===== config.mk =====
export PLATFORM = sky130hd
export DESIGN_NAME = regfile_sb_flat
export DESIGN_NICKNAME = d
export VERILOG_FILES = /design/src/rtl/regfile_sb_if.sv /design/src/rtl/regfile_sb.sv /design/src/flat_wrapper.sv
export SDC_FILE = /design/constraint.sdc
export NUM_CORES = 2
export LEC_CHECK = 0
export BUFFER_PORTS_ARGS = -buffer_cell sky130_fd_sc_hd__buf_4
export CAP_MARGIN = 10
export CORE_UTILIZATION = 35
export DETAILED_ROUTE_END_ITERATION = 12
export HOLD_SLACK_MARGIN = 0.08
export PLACE_DENSITY = 0.58
export SETUP_SLACK_MARGIN = 0.02
export SKIP_LAST_GASP = 1
export SLEW_MARGIN = 20
export SYNTH_ARGS = -nofsm -noshare
export SYNTH_HDL_FRONTEND = slang
export SYNTH_SLANG_ARGS = --single-unit

===== constraint.sdc =====
create_clock -name clk -period 59.8 [get_ports clk]
set_clock_uncertainty 0.1 [all_clocks]
set_input_delay 8.97 -clock clk [delete_from_list [all_inputs] [get_ports clk]]
set_output_delay 8.97 -clock clk [all_outputs]
set_load 0.02 [all_outputs]

===== src/rtl/regfile_sb_if.sv =====
// Decode-stage register file bus: read ports, writeback port, issue port and
// scoreboard status, bundled for the register file and its driver.
interface regfile_sb_if #(
   parameter int WIDTH  = 32,
   parameter int ADDR_W = 5
);
   localparam int DEPTH = 2 ** ADDR_W;

   logic [ADDR_W-1:0] rs;
   logic [ADDR_W-1:0] rt;
   logic [ADDR_W-1:0] rd;
   logic [WIDTH-1:0]  writedata;
   logic              regwrite;
   logic              issue;
   logic [ADDR_W-1:0] issue_rd;
   logic [WIDTH-1:0]  A;
   logic [WIDTH-1:0]  B;
   logic              stall;
   logic [DEPTH-1:0]  busy_vec;

   // issue/stall contract: the issuer holds back any instruction whose sources
   // raise stall; the register file never refuses a write or an issue itself.
   modport master (
      output rs, rt, rd, writedata, regwrite, issue, issue_rd,
      input  A, B, stall, busy_vec
   );

   modport slave (
      input  rs, rt, rd, writedata, regwrite, issue, issue_rd,
      output A, B, stall, busy_vec
   );
endinterface


===== src/rtl/regfile_sb.sv =====
// Register file with two registered read ports, one write port, optional
// write-to-read bypass / hard-wired zero register and a pending-write scoreboard.
module regfile_sb #(
   parameter int WIDTH    = 32,
   parameter int ADDR_W   = 5,
   parameter int ZERO_REG = 1,
   parameter int BYPASS   = 1
) (
   input logic         clk,
   input logic         rst,
   regfile_sb_if.slave bus
);
   localparam int DEPTH    = 2 ** ADDR_W;
   localparam bit HAS_ZERO = (ZERO_REG != 0);
   localparam bit HAS_BYP  = (BYPASS != 0);

   logic [WIDTH-1:0] regs [DEPTH];
   logic [DEPTH-1:0] busy_q;
   logic [DEPTH-1:0] busy_d;
   logic [WIDTH-1:0] val_a;
   logic [WIDTH-1:0] val_b;
   logic             wr_en;
   logic             fwd_a;
   logic             fwd_b;

   always_comb begin
      wr_en = bus.regwrite && !(HAS_ZERO && bus.rd == '0);
      fwd_a = HAS_BYP && bus.regwrite && (bus.rd == bus.rs);
      fwd_b = HAS_BYP && bus.regwrite && (bus.rd == bus.rt);
   end

   // Zero register has priority over the bypass path.
   always_comb begin
      val_a = fwd_a ? bus.writedata : regs[bus.rs];
      val_b = fwd_b ? bus.writedata : regs[bus.rt];
      if (HAS_ZERO && bus.rs == '0) val_a = '0;
      if (HAS_ZERO && bus.rt == '0) val_b = '0;
   end

   always_ff @(posedge clk or posedge rst) begin
      if (rst) begin
         for (int i = 0; i < DEPTH; i++) regs[i] <= '0;
      end else if (wr_en) begin
         regs[bus.rd] <= bus.writedata;
      end
   end

   always_ff @(posedge clk or posedge rst) begin
      if (rst) begin
         bus.A <= '0;
         bus.B <= '0;
      end else begin
         bus.A <= val_a;
         bus.B <= val_b;
      end
   end

   // Set after clear: a newly issued producer owns the register even when
   // the previous producer writes back in the same cycle.
   always_comb begin
      busy_d = busy_q;
      if (bus.regwrite) busy_d[bus.rd] = 1'b0;
      if (bus.issue) busy_d[bus.issue_rd] = 1'b1;
      if (HAS_ZERO) busy_d[0] = 1'b0;
   end

   always_ff @(posedge clk or posedge rst) begin
      if (rst) busy_q <= '0;
      else     busy_q <= busy_d;
   end

   // A source being written back this cycle is forwarded, so it need not stall.
   always_comb begin
      bus.stall = (busy_q[bus.rs] & ~fwd_a) | (busy_q[bus.rt] & ~fwd_b);
   end

   assign bus.busy_vec = busy_q;
endmodule

===== src/flat_wrapper.sv =====
// flat-port wrapper written by rule: the top's interface ports become plain ports
module regfile_sb_flat 
#(
   parameter int WIDTH    = 32,
   parameter int ADDR_W   = 5,
   parameter int ZERO_REG = 1,
   parameter int BYPASS   = 1
)
  (clk, rst, bus_rs, bus_rt, bus_rd, bus_writedata, bus_regwrite, bus_issue, bus_issue_rd, bus_A, bus_B, bus_stall, bus_busy_vec);
  regfile_sb_if #(.WIDTH(WIDTH), .ADDR_W(ADDR_W)) bus_i ();
  input logic clk;
  input logic rst;
  input wire logic [$bits(bus_i.rs)-1:0] bus_rs;
  input wire logic [$bits(bus_i.rt)-1:0] bus_rt;
  input wire logic [$bits(bus_i.rd)-1:0] bus_rd;
  input wire logic [$bits(bus_i.writedata)-1:0] bus_writedata;
  input wire logic [$bits(bus_i.regwrite)-1:0] bus_regwrite;
  input wire logic [$bits(bus_i.issue)-1:0] bus_issue;
  input wire logic [$bits(bus_i.issue_rd)-1:0] bus_issue_rd;
  output wire logic [$bits(bus_i.A)-1:0] bus_A;
  output wire logic [$bits(bus_i.B)-1:0] bus_B;
  output wire logic [$bits(bus_i.stall)-1:0] bus_stall;
  output wire logic [$bits(bus_i.busy_vec)-1:0] bus_busy_vec;
  assign bus_i.rs = bus_rs;
  assign bus_i.rt = bus_rt;
  assign bus_i.rd = bus_rd;
  assign bus_i.writedata = bus_writedata;
  assign bus_i.regwrite = bus_regwrite;
  assign bus_i.issue = bus_issue;
  assign bus_i.issue_rd = bus_issue_rd;
  assign bus_A = bus_i.A;
  assign bus_B = bus_i.B;
  assign bus_stall = bus_i.stall;
  assign bus_busy_vec = bus_i.busy_vec;
  regfile_sb #(.WIDTH(WIDTH), .ADDR_W(ADDR_W), .ZERO_REG(ZERO_REG), .BYPASS(BYPASS)) u_core (.clk(clk), .rst(rst), .bus(bus_i));
endmodule

## Yosys cells after proc, flatten, opt, wreduce, memory -nomap -nowiden

Index checks and enable logic that the tools add are counted.

- Register bits: 1119
- Bits of input ports: 56
- Output and inout port bits: 97
- Word-level logic and storage cells: 91

- Magnitude comparators: 10
- Equal/unequal tests: 2
- Muxes and demuxes: 23
- Bitwise logic cells: 11
- Reduce and logical (&&, ||, !) cells: 10

Operators by type and width:

| cell | number |
|---|---|
| bitwise mux 1024 bit | 1 |
| two-way mux 32 bit | 11 |
| binary-select mux 32 bit (select 5 bit) | 2 |
| demux 32 bit (select 5 bit) | 1 |
| AND 32 bit | 1 |
| NOT 32 bit | 1 |
| bitwise OR 32 bit | 1 |
| less-than comparator 5 x 6 -> 1 bit (second input constant) | 4 |
| >= comparator 6 bit (second input constant) | 3 |
| NOT 5 -> 6 bit | 3 |
| zero test 5 bit | 3 |
| binary-select mux 1 bit (select 5 bit) | 2 |
| demux 1 bit (select 5 bit) | 2 |
| equality test 5 bit | 2 |
| >= comparator 5 x 1 -> 1 bit (second input constant) | 2 |
| logical AND 1 bit | 6 |
| less-than comparator 6 x 1 -> 1 bit (second input constant) | 1 |
| two-way mux 1 bit | 4 |
| AND 1 bit | 2 |
| NOT 1 bit | 2 |
| zero test 1 bit | 1 |
| bitwise OR 1 bit | 1 |

## Depth between registers and ports, before layout

- Depth in word-level cells: 9
- Gate-level depth with buffers: 10
- Gate-level depth less buffers: 5

## Least setup slack after synthesis

OpenSTA, ideal clock, no wires.

- Kind: in2out
- Start point: in bus_rs[0]
- End point: out bus_stall
- Arrival time: 10.474 ns
- Data required time: 50.730 ns
- Setup slack: 40.256 ns
- Stages: 9
- Buffers on the path: 5
- Path through: buf_6 buf_12 buf_6 buf_6 buf_6 mux2_2 o211ai_1 nand4_1 nand2_1

- Cells in the longest elaborated chain, start to end: 5
- Elaborated cells on any way between the ends: 7
- Classes of those cells: eq/ne: 1; mux: 2; bitwise: 3; reduce/logical: 1

RTL lines:

| item | RTL line | source |
|---|---|---|
| start, declared | flat_wrapper.sv:13 | `input wire logic [$bits(bus_i.rs)-1:0] bus_rs;` |
| branches (longest 3 deep; another with binary-select mux 1 bit (select 5 bit)) | - |  |
| AND 1 bit * | regfile_sb.sv:74 | `bus.stall = (busy_q[bus.rs] & ~fwd_a) \| (busy_q[bus.rt] & ~fwd_b);` |
| bitwise OR 1 bit * | regfile_sb.sv:74 |  |
| end, declared | flat_wrapper.sv:22 | `output wire logic [$bits(bus_i.stall)-1:0] bus_stall;` |

Mark *: on every way between the ends. The select of a mux whose other input is x is not followed.

## Worst setup path after layout

- Start point: in bus_rs[2]
- End point: out bus_stall

The elaborated chain is that of the path after synthesis.

==> impl_metrics.csv <==
group,metric,value,unit
outcome,outcome,"finished clean",
routing,firstDrtPassIters,5,
floorplanning,row_count,148,
clock_network,cts.path.max_buffers,3,
final_layout,drive_gt1_share,51.0,%
final_layout,area_growth,11.9,%
logic_synthesis,synth_area,57700,sq um
place,port-buffer-count,151,
routing,wl_met3,18900,um
sta,tightest_slew,1230,ps
clock_network,clkTransAtPathRegs,60,ps
floorplanning,design.core.area,163000,sq um
sta,period_minus_slack,20590,ps
logic_synthesis,synth_cells,3842,
routing,drtAntennaViolNets,0,
clock_network,h-tree-depth,3,
routing,vias,37600,
final_layout,multi_input_area,27800,sq um
place,hpwlAfterDp,114000,um
worst_setup_path,critPathTopFamily,"buffers and inverters",
flow_run,maxCapViolCount,0,
logic_synthesis,synth_nets,3898,
worst_setup_path,r2r_cells,5,
final_layout,fillCellCount,14900,
global_route,grt_max_degree,157,
clock_network,cts_root_buf,"clkbuf_16",
routing,wl_per_cell,33.5,um
final_layout,seq_area,28000,sq um
floorplanning,start_util,35.4,%
worst_setup_path,crit_buf_inv,4,
floorplanning,die_area,167000,sq um
place,dpl_worst_slack,39350,ps
logic_synthesis,ys_seq_elements,1119,
global_route,overflow,0,
logic_synthesis,yosys.area.top_type_share,48.5,%
floorplanning,die_x,408,um
logic_synthesis,ys_async_sr_fraction,100,%
logic_synthesis,synth_ff_type,"dfrtp_1",
sta,hold_viol_final,0,
clock_network,cts_tree,"yes",
routing,vias_per_cell,6.22,
sta,maxSlewViolCount,0,
routing,routed-wl-met2,89200,um
final_layout,fin_nets,3823,
logic_synthesis,synth-edff-count,0,
global_route,antenna_found_initial,13,
floorplanning,dieHeight,408,um
worst_hold_path,hold_end,"u_core.regs[1006]",
sta,rsz0062_at_grt,"no",
sta,layout_setup_ws,39210,ps
worst_setup_path,reg2reg_to,"u_core.bus.A[27]",
sta,finalSetupViolCount,0,
pwr,ir_drop,22.1,uV
global_route,groute.usage.overall,24.3,%
worst_setup_path,reg2reg_from,"u_core.regs[475]",
global_route,grt_pass1_wl,292000,um
worst_setup_path,slowest_delay,690,ps
global_route,grt_pass1_vias,37600,
worst_setup_path,start_kind,"input port",
sta,timing.setup.tns,0,ps
floorplanning,io_pins,153,
logic_synthesis,synth_most_common_cell,"dfrtp_1",
routing,wl_met1,88500,um
worst_setup_path,critPathMostFrequentCell,"buf_4",
logic_synthesis,ys_warn_count,0,
logic_synthesis,yosysSeqAreaShare,48.5,%
clock_network,cts.sinks,1119,
routing,drt_wl_total,203000,um
logic_synthesis,avgSynthCellArea,15.0,sq um
clock_network,numCtsBuffers,116,
logic_synthesis,synth_top_cells_by_area,"dfrtp_1 49%, mux2_2 19%, mux4_2 18%",
logic_synthesis,synth_top_area_cell,"dfrtp_1",
worst_setup_path,worst_ep_arrival_time,11520,ps
routing,drt-initial-drc-count,3960,
clock_network,post_cts_buffers,0,
clock_network,ctsHoldBuffers,0,
place,routabilityCongestion,0.849,
worst_setup_path,path_max_fanout,38,
sta,relSlewSlack,18.1,%
pwr,power_per_cell_area,34.8,nW/um^2
clock_network,cts_resized,0,
clock_network,clk_latency,750,ps
logic_synthesis,yosys-top-cells-count,"1,119 x dfrtp_1, 998 x mux2_2, 472 x mux4_2",
routing,top_layer_used,"met5",
pwr,total_power,2.25,mW
worst_setup_path,end_kind,"output port",
worst_hold_path,holdCritStartpoint,"u_core.regs[1006]",
worst_hold_path,worstHoldPathType,"reg2reg",
logic_synthesis,yosysUniqueCellTypes,62,
pwr,p_leak,27.7,nW
routing,drc,0,
worst_hold_path,holdPathStages,0,
worst_setup_path,slowest_stage,"buf_4",
worst_setup_path,regToRegSetupSlack,57670,ps
sta,period_share,34.4,%
worst_setup_path,crit_type,"in2out",
worst_setup_path,crit_required,50730,ps
sta,fmax,0.0486,GHz
worst_setup_path,cp_cell_sequence,"buf_6 > buf_4 > nor2b_2 > buf_4 > a22oi_1 > nand4_1 > nand2_1 > buf_4",
==> layout make-up <==
| type | count | share of cell area [%] |
|---|---|---|
| flip-flops and latches | 1119 | 43.4 |
| diodes | 1 | 0.00387 |
| repair buffers | 242 | 2.90 |
| clock buffers | 171 | 5.39 |
| clock inverters | 46 | 1.00 |
| multi-input cells | 2282 | 43.1 |
| inverters | 6 | 0.0465 |
| well taps | 2175 | 4.21 |
==> how the worst max path moves through the flow <==
stage,startpoint,end,cells after the start
global route,bus_rs[2],bus_stall,8
global placement,bus_rs[2],bus_stall,8
finish,bus_rs[2],bus_stall,8
CTS,bus_rs[2],bus_stall,8
floorplan,rst,u_core.bus.A[0],1
detailed placement,bus_rs[2],bus_stall,8
==> per-stage QoR <==
| step | cell area (sq um) | util [%] | std cells | hold WS [ps] |
|---|---|---|---|---|
| floorplan | 57700 | - | 3842 | 338 |
| global placement | 60500 | 37.1 | 5824 | 277 |
| detailed placement | 60500 | 37.1 | 5824 | 281 |
| CTS | 64600 | 39.6 | 6041 | 296 |
| global route | 64600 | 39.6 | 6041 | 304 |
| finish | 64600 | 39.6 | 6042 | 295 |
==> worst reg2reg max path, stage by stage (launching register included) <==
cell and delay (ps):
dfrtp_1 360, mux4_2 280, mux2i_1 80, a2111oi_0 570
a211oi_1 120, a21oi_1 470
==> layer usage <==
metal / up-vias / global-route usage, %
met1: 20600 / 35.5
met4: 8 / 6.50
met5: - / 0
li1: 14800 / -
met3: 354 / 6.23
met2: 1773 / 35.5
==> layout by cell type (no fill, tap or decap), types with 33 or more instances in the layout <==
cell type	instances
a21oi_1	33
buf_4	235
clkbuf_16	116
o21ai_0	47
o22ai_1	164
clkbuf_8	37
dfrtp_1	1119
a22oi_1	47
mux4_2	472
mux2i_1	123
nor2_1	77
mux2_2	998
==> state kept, by name, indices dropped and copies added (netlist names) <==
| register | cells |
|---|---|
| u_core.bus.A | 32 |
| u_core.regs | 1024 |
| u_core.bus.B | 32 |
| u_core.bus.busy_vec | 31 |
==> logic make-up (layout without fill, tap and decap cells) <==
family / count (synthesis) / in the layout / share of synthesized area (%)
multiplexers: 1608 / 1608 / 40.4
AO/OA/AOI/OAI: 433 / 433 / 5.24
buffers and inverters: 441 / 465 / 3.74
AND/OR/NAND/NOR: 230 / 230 / 1.96
XOR/XNOR: 10 / 10 / 0.152
flip-flops: 1119 / 1119 / 48.5
other: 1 / 2 / 0.00650
==> power by group <==
part / leakage, nW / switching, mW / internal [mW]
sequential: 14.3 / 0.109 / 0.901
clock: 2.03 / 0.325 / 0.463
combinational: 11.3 / 0.193 / 0.259
total: 27.7 / 0.627 / 1.62
No activity file was read; power rests on OpenSTA's default activity.
